## src/rtl/dram_cmd_pkg.sv

```systemverilog
// rtl/dram_cmd_pkg.sv - shared command, row-status, state and address types for dram_cmd_seq
package dram_cmd_pkg;

    localparam int TIMER_W = 16;

    typedef enum logic [2:0] {
        CMD_NOP  = 3'd0,
        CMD_ACT  = 3'd1,
        CMD_RD   = 3'd2,
        CMD_WR   = 3'd3,
        CMD_PRE  = 3'd4,
        CMD_PREA = 3'd5,
        CMD_REF  = 3'd6
    } cmd_t;

    typedef enum logic [1:0] {
        ROW_NONE     = 2'b00,
        ROW_HIT      = 2'b01,
        ROW_MISS     = 2'b10,
        ROW_CONFLICT = 2'b11
    } row_stat_t;

    typedef enum logic [3:0] {
        S_IDLE,
        S_LOOKUP,
        S_WAIT_STAT,
        S_PRE,
        S_WAIT_RP,
        S_ACT,
        S_WAIT_RCD,
        S_CAS,
        S_REF_PREA,
        S_WAIT_RP_REF,
        S_REF,
        S_WAIT_RFC
    } state_t;

    typedef struct packed {
        logic [1:0]  bank_group;
        logic [1:0]  bank;
        logic [15:0] row;
    } addr_t;

endpackage

```

## src/rtl/dram_timer.sv

```systemverilog
// rtl/dram_timer.sv - loadable down-counter flagging the last cycle of a timing wait
module dram_timer
    import dram_cmd_pkg::*;
(
    input  logic               clk,
    input  logic               resetn,
    input  logic [TIMER_W-1:0] load_val,
    input  logic               load,
    output logic               expire
);

    logic [TIMER_W-1:0] count;

    always_ff @(posedge clk) begin
        if (!resetn) begin
            count <= '0;
        end else if (load) begin
            count <= load_val;
        end else if (count != '0) begin
            count <= count - TIMER_W'(1);
        end
    end

    // Loaded with T-1 on the command cycle, so a count of one marks the final wait cycle.
    assign expire = (count <= TIMER_W'(1));

endmodule

```

## src/rtl/dram_cmd_seq.sv

```systemverilog
// rtl/dram_cmd_seq.sv - DRAM command sequencer (ACT/PRE/RD/WR), refresh engine under DRAM_REFRESH_EN
module dram_cmd_seq
    import dram_cmd_pkg::*;
#(
    parameter int T_RCD  = 4,
    parameter int T_RP   = 3,
    parameter int T_RFC  = 16,
    parameter int T_REFI = 1024
) (
    input  logic        CLK,
    input  logic        nRST,
    input  logic        req_valid,
    output logic        req_ready,
    input  logic        req_write,
    input  logic [1:0]  req_bank_group,
    input  logic [1:0]  req_bank,
    input  logic [15:0] req_row,
    output logic        pol_req_en,
    output logic [1:0]  pol_bank_group,
    output logic [1:0]  pol_bank,
    output logic [15:0] pol_row,
    output logic        pol_row_resolve,
    output logic        pol_refresh,
    input  logic [1:0]  pol_row_stat,
    output logic        cmd_valid,
    output logic [2:0]  cmd_code,
    output logic [1:0]  cmd_bank_group,
    output logic [1:0]  cmd_bank,
    output logic [15:0] cmd_row,
    output logic        done
);

    localparam logic [TIMER_W-1:0] RP_LD  = TIMER_W'(T_RP - 1);
    localparam logic [TIMER_W-1:0] RCD_LD = TIMER_W'(T_RCD - 1);
    localparam logic [TIMER_W-1:0] RFC_LD = TIMER_W'(T_RFC - 1);

    // Every wait passes through at least one wait state, so each timing value must be at least 2.
    if (T_RCD < 2 || T_RP < 2 || T_RFC < 2 || T_REFI < 2 || T_REFI > 65536) begin : g_param_check
        $error("dram_cmd_seq: timing parameter out of range");
    end

    state_t             state_q, state_d;
    addr_t              addr_q;
    logic               write_q;
    logic               ref_pend;
    logic               tmr_load;
    logic [TIMER_W-1:0] tmr_val;
    logic               tmr_expire;
    cmd_t               cmd_sel;
    addr_t              cmd_addr;
    addr_t              pol_addr;

    assign req_ready = (state_q == S_IDLE) && !ref_pend;

    always_ff @(posedge CLK) begin
        if (!nRST) begin
            state_q <= S_IDLE;
            addr_q  <= '0;
            write_q <= 1'b0;
        end else begin
            state_q <= state_d;
            if (req_valid && req_ready) begin
                addr_q  <= {req_bank_group, req_bank, req_row};
                write_q <= req_write;
            end
        end
    end

`ifdef DRAM_REFRESH_EN
    localparam logic [TIMER_W-1:0] REFI_LD = TIMER_W'(T_REFI - 1);
    logic [TIMER_W-1:0] refi_cnt;

    // The interval counter free-runs; pending is a single flag so expiries never stack.
    always_ff @(posedge CLK) begin
        if (!nRST) begin
            refi_cnt <= REFI_LD;
            ref_pend <= 1'b0;
        end else if (refi_cnt == '0) begin
            refi_cnt <= REFI_LD;
            ref_pend <= 1'b1;
        end else begin
            refi_cnt <= refi_cnt - TIMER_W'(1);
            if (state_q == S_IDLE && ref_pend) begin
                ref_pend <= 1'b0;
            end
        end
    end

    assign pol_refresh = (state_q == S_REF_PREA);
`else
    assign ref_pend    = 1'b0;
    assign pol_refresh = 1'b0;
`endif

    always_comb begin
        tmr_load = 1'b1;
        tmr_val  = '0;
        case (state_q)
            S_PRE, S_REF_PREA: tmr_val = RP_LD;
            S_ACT:             tmr_val = RCD_LD;
            S_REF:             tmr_val = RFC_LD;
            default:           tmr_load = 1'b0;
        endcase
    end

    dram_timer u_timer (
        .clk      (CLK),
        .resetn   (nRST),
        .load_val (tmr_val),
        .load     (tmr_load),
        .expire   (tmr_expire)
    );

    always_comb begin
        state_d = state_q;
        case (state_q)
            S_IDLE: begin
`ifdef DRAM_REFRESH_EN
                if (ref_pend) state_d = S_REF_PREA;
                else
`endif
                if (req_valid) state_d = S_LOOKUP;
            end
            S_LOOKUP:    state_d = S_WAIT_STAT;
            S_WAIT_STAT: begin
                case (row_stat_t'(pol_row_stat))
                    ROW_HIT:      state_d = S_CAS;
                    ROW_MISS:     state_d = S_ACT;
                    ROW_CONFLICT: state_d = S_PRE;
                    default:      state_d = S_LOOKUP;
                endcase
            end
            S_PRE:       state_d = S_WAIT_RP;
            S_WAIT_RP:   if (tmr_expire) state_d = S_LOOKUP;
            S_ACT:       state_d = S_WAIT_RCD;
            S_WAIT_RCD:  if (tmr_expire) state_d = S_CAS;
            S_CAS:       state_d = S_IDLE;
`ifdef DRAM_REFRESH_EN
            S_REF_PREA:    state_d = S_WAIT_RP_REF;
            S_WAIT_RP_REF: if (tmr_expire) state_d = S_REF;
            S_REF:         state_d = S_WAIT_RFC;
            S_WAIT_RFC:    if (tmr_expire) state_d = S_IDLE;
`endif
            default:     state_d = S_IDLE;
        endcase
    end

    always_comb begin
        cmd_valid  = 1'b0;
        cmd_sel    = CMD_NOP;
        cmd_addr   = '0;
        done       = 1'b0;
        pol_req_en = 1'b0;
        pol_addr   = '0;
        case (state_q)
            S_LOOKUP: begin
                pol_req_en = 1'b1;
                pol_addr   = addr_q;
            end
            S_PRE: begin
                cmd_valid = 1'b1;
                cmd_sel   = CMD_PRE;
                cmd_addr  = addr_q;
            end
            S_ACT: begin
                cmd_valid = 1'b1;
                cmd_sel   = CMD_ACT;
                cmd_addr  = addr_q;
            end
            S_CAS: begin
                cmd_valid = 1'b1;
                cmd_sel   = write_q ? CMD_WR : CMD_RD;
                cmd_addr  = addr_q;
                done      = 1'b1;
            end
            S_REF_PREA: begin
                cmd_valid = 1'b1;
                cmd_sel   = CMD_PREA;
            end
            S_REF: begin
                cmd_valid = 1'b1;
                cmd_sel   = CMD_REF;
            end
            default: ;
        endcase
    end

    assign cmd_code        = cmd_sel;
    assign cmd_bank_group  = cmd_addr.bank_group;
    assign cmd_bank        = cmd_addr.bank;
    assign cmd_row         = cmd_addr.row;
    assign pol_bank_group  = pol_addr.bank_group;
    assign pol_bank        = pol_addr.bank;
    assign pol_row         = pol_addr.row;
    assign pol_row_resolve = 1'b0;

endmodule

```

## config.mk

```make
export PLATFORM = sky130hd
export DESIGN_NAME = dram_cmd_seq
export DESIGN_NICKNAME = d
export VERILOG_FILES = /design/src/rtl/dram_cmd_pkg.sv /design/src/rtl/dram_timer.sv /design/src/rtl/dram_cmd_seq.sv
export SDC_FILE = /design/constraint.sdc
export NUM_CORES = 1
export LEC_CHECK = 0
export CAP_MARGIN = 20
export CORE_ASPECT_RATIO = 0.9
export CORE_MARGIN = 2
export CORE_UTILIZATION = 49
export CTS_CLUSTER_DIAMETER = 30
export DETAILED_ROUTE_END_ITERATION = 7
export GPL_TIMING_DRIVEN = 0
export PLACE_DENSITY_LB_ADDON = 0.15
export SYNTH_ARGS = -nofsm -noshare
export SYNTH_HDL_FRONTEND = slang
export SYNTH_SLANG_ARGS = --single-unit
```

## constraint.sdc

```tcl
create_clock -name CLK -period 3.19 [get_ports CLK]
set_clock_uncertainty 0.2 [all_clocks]
set_input_delay 0.4785 -clock CLK [delete_from_list [all_inputs] [get_ports CLK]]
set_output_delay 0.4785 -clock CLK [all_outputs]
set_load 0.02 [all_outputs]
```

==> impl_results.md <==
* Run status: completed
* Number of standard-cell rows in the floorplan at 23
* Cells along the critical path: buf_2 -> nor3b_1 -> clkbuf_1 -> and2_1 -> clkdlybuf4s50_1
* Post-layout nets at 396
* Placement-stage cell area at 3020 µm²
* Worst Reg2Reg Path Length in Cells at 6
* CP endpoint kind: output port
* Mean post-synth cell area at 7.811 µm²
* Number of sinks handled by clock tree synthesis at 40
* First-pass DRT Iterations at 5
* Share of the clock period used by the worst path after layout at 90.66%
* Overall die height at 67.83 µm
* RePlAce Congestion at 0.8006
* Buffer levels on the longest clock path at 2
* Path category of the worst min-delay check: register to register
* H-tree depth at 2
* Wire length of the first global-routing pass at 8.887 mm
* DIE WIDTH at 74.93 µm
* Share of cells above drive strength 1 at 6.077%
* Filler Cells Inserted at 383
* Clock transition at the registers of the reported paths at 0.08 ns
* Summed area of non-filler cells in the final layout at 3090 µm²
* Type of origin of the critical path: register
* Buffer and inverter count on the worst path at 3
* Rel. slew slack at 48.98%
* Met1 Resource Use GR at 28.29%
* Slew Viols, Final at 0
* Final critical delay including setup and external delays at 2.892 ns
* Transition time at the pin with the least slew margin at 0.7653 ns
* WP data required at 2.51 ns
* Leakage power at 1.156 nW
* IO Port Bufs at 72
* Worst VDD drop at 0.4178 mV
* Met2 track demand over resource at 39.36%
* Fraction of synthesized cell area taken by the top area cell type at 36.10%
* Cell with the most instances after synthesis: nand2_1
* Routed Antenna Nets at 0
* Post-placement worst setup slack at 0.4496 ns
* RSZ-0062 raised after global routing: no
* Clk Latency, worst-skew pair at 0.29 ns
* Area occupied by multi-input gates at 1291 µm²
* Initial standard-cell utilization of the core at 50.38%
* Max-capacitance violation count at 0
* Seq cells post-synth at 40
* Placeable core region at 4403 µm²
* Worst Path Class, Setup: register to output port
* CTS tree: done
* Via count of the first global-routing pass at 2016
* Area delta synth->final at 39.31%
* Fraction of the yosys area taken by sequential cells at 36.10%
* Yosys top cell by area: dfxtp_1
* Crit path arrival time at 2.21 ns
* WP depth at 5
* Starting DRC count in detailed routing at 84
* Buffers inserted during post-CTS setup optimization at 0
* Top FF cell, synth: dfxtp_1
* Final hold vios at 0
* Seq. cell area at 800.8 µm²
* Overflow left after global routing at 0
* Family with the most delay on the worst path: buffers and inverters
* Post-layout utilization of the core at 70.19%
* Sum of routed wire length over all layers at 5.659 mm
* Fraction of registers with async set or reset after synthesis at 0%
* DP HPWL at 4.224 mm
* Number of antenna violations at the first check in global routing at 0
* Met3 Use GR at 5.596%
* Top cells by count, synth: nand2_1, dfxtp_1, a21oi_1, and2_1, nor2b_1
* Delay of the slowest cell on the worst path at 0.61 ns
* Slowest cell on the critical path: clkdlybuf4s50_1
* Drt via density at 5.130
* Fin Setup TNS at 0 ns
* Antenna diodes at 0
* Global-route usage over all layers at 22.74%
* Top cells by area in the synthesized netlist: dfxtp_1, nand2_1, a21oi_1, and2_1, nor2b_1
* Yosys cell types at 45
* Cts bufs inserted at 5
* Busiest grt layer: met2
* Average wire length per cell after detail routing at 13.35 µm
* Number of instances in the synthesized netlist at 284
* Number of setup violations in the final report at 0
* Number of warning messages in the yosys log at 0
* Crit path max fanout at 10
* Power Density at 594.8 nW/µm²
* Number of DRC violations after detailed routing at 0
* Via count of the routed design at 2175
* Clock root cell: clkbuf_8
* Number of enable-type register cells in the synthesized netlist at 0
* Num ports at 75
* Setup WS post-layout at 0.2980 ns
* Fmax at 345.8 MHz
* Netlist Area Pre-Place at 2218 µm²
* Hold Path Depth at 2
* Pin count of the biggest net entering global routing at 11
* DIE AREA at 5082 µm²
-- routing by layer --
metal  vias up  wire length [µm]
met5         -                 0
met1       988              2585
li1       1119                 -
met2        60              2710
met3         8               289
met4         0                73
-- worst reg2reg max path, delay by kind of cell (launching register included) --
kind,cells,cell delay (ns)
and+or+nand+nor,2,0.96
AOI/OAI and AO/OA,2,0.40
DFF,1,0.35
adders and majority gates,1,0.23
buffers and inverters,1,0.14
-- power by group --
| group | total (mW) | switching, mW | internal [mW] | leakage [nW] |
|---|---|---|---|---|
| sequential | 0.700 | 0.0981 | 0.602 | 0.328 |
| combinational | 0.834 | 0.441 | 0.393 | 0.792 |
| clock | 0.304 | 0.163 | 0.141 | 0.0359 |
| total | 1.84 | 0.702 | 1.14 | 1.16 |
-- layout make-up --
class                   count  share of cell area [%]
plain buffers              19                   3.036
multi-input cells         216                   41.78
repair buffers             72                   23.32
clock buffers               5                   2.227
inverters                  10                   1.215
flip-flops and latches     40                   25.91
well taps                  62                   2.510
-- registers in the layout (all words and copies together) (netlist names) --
signal	cells
state_q	3
write_q	1
addr_q	20
u_timer.count	16
-- kinds of logic after synthesis --
group	share of synthesized area, %
adders and majority gates	3.384
AOI/OAI and AO/OA	17.20
xor gates and xnor gates	0.7898
other	0.1690
DFF	36.10
muxes	3.215
and+or+nand+nor	33.28
buffers and inverters	5.866
-- worst paths after layout --
kind	from	to	slack [ns]
hold reg to reg	write_q$_SDFFE_PN0P_	write_q$_SDFFE_PN0P_	0.26
hold / removal	write_q$_SDFFE_PN0P_	write_q$_SDFFE_PN0P_	0.26
setup reg to reg	u_timer.count[0]$_SDFFE_PN0P_	u_timer.count[8]$_SDFFE_PN0P_	0.83
setup / recovery	state_q[2]$_SDFFE_PN0P_	pol_row[3]	0.30
-- cell usage in the layout, fill, tap and decap left out, types with 3 or more instances in the layout --
cell,count
o31ai_1,3
nand2_1,63
ha_1,6
dfxtp_1,40
clkdlybuf4s50_1,72
nor2b_1,21
inv_1,9
a211oi_1,5
nor4b_1,3
and2_1,21
buf_4,5
clkbuf_8,5
nor2_1,8
clkbuf_1,11
nor3_1,3
a2111o_1,4
o2111ai_1,4
mux2i_1,6
nand2b_1,6
o21ai_0,4
a21oi_1,29
-- per-stage QoR --
stage / cells / total power, mW / hold slack [ns]
floorplan: 285 / 1.319 / 0.2363
global placement: 419 / 1.517 / 0.2455
detailed placement: 419 / 1.544 / 0.2508
CTS: 424 / 1.846 / 0.2602
global route: 424 / 1.981 / 0.2805
finish: 424 / 1.838 / 0.2586
-- what timing repair did --
action,in CTS,in global routing
endpoints found under the setup margin,0,1
hold buffers,0,0
hold endpoints to repair,0,0
resized for setup,0,2
Note: power is estimated with default switching activity, not from simulation.
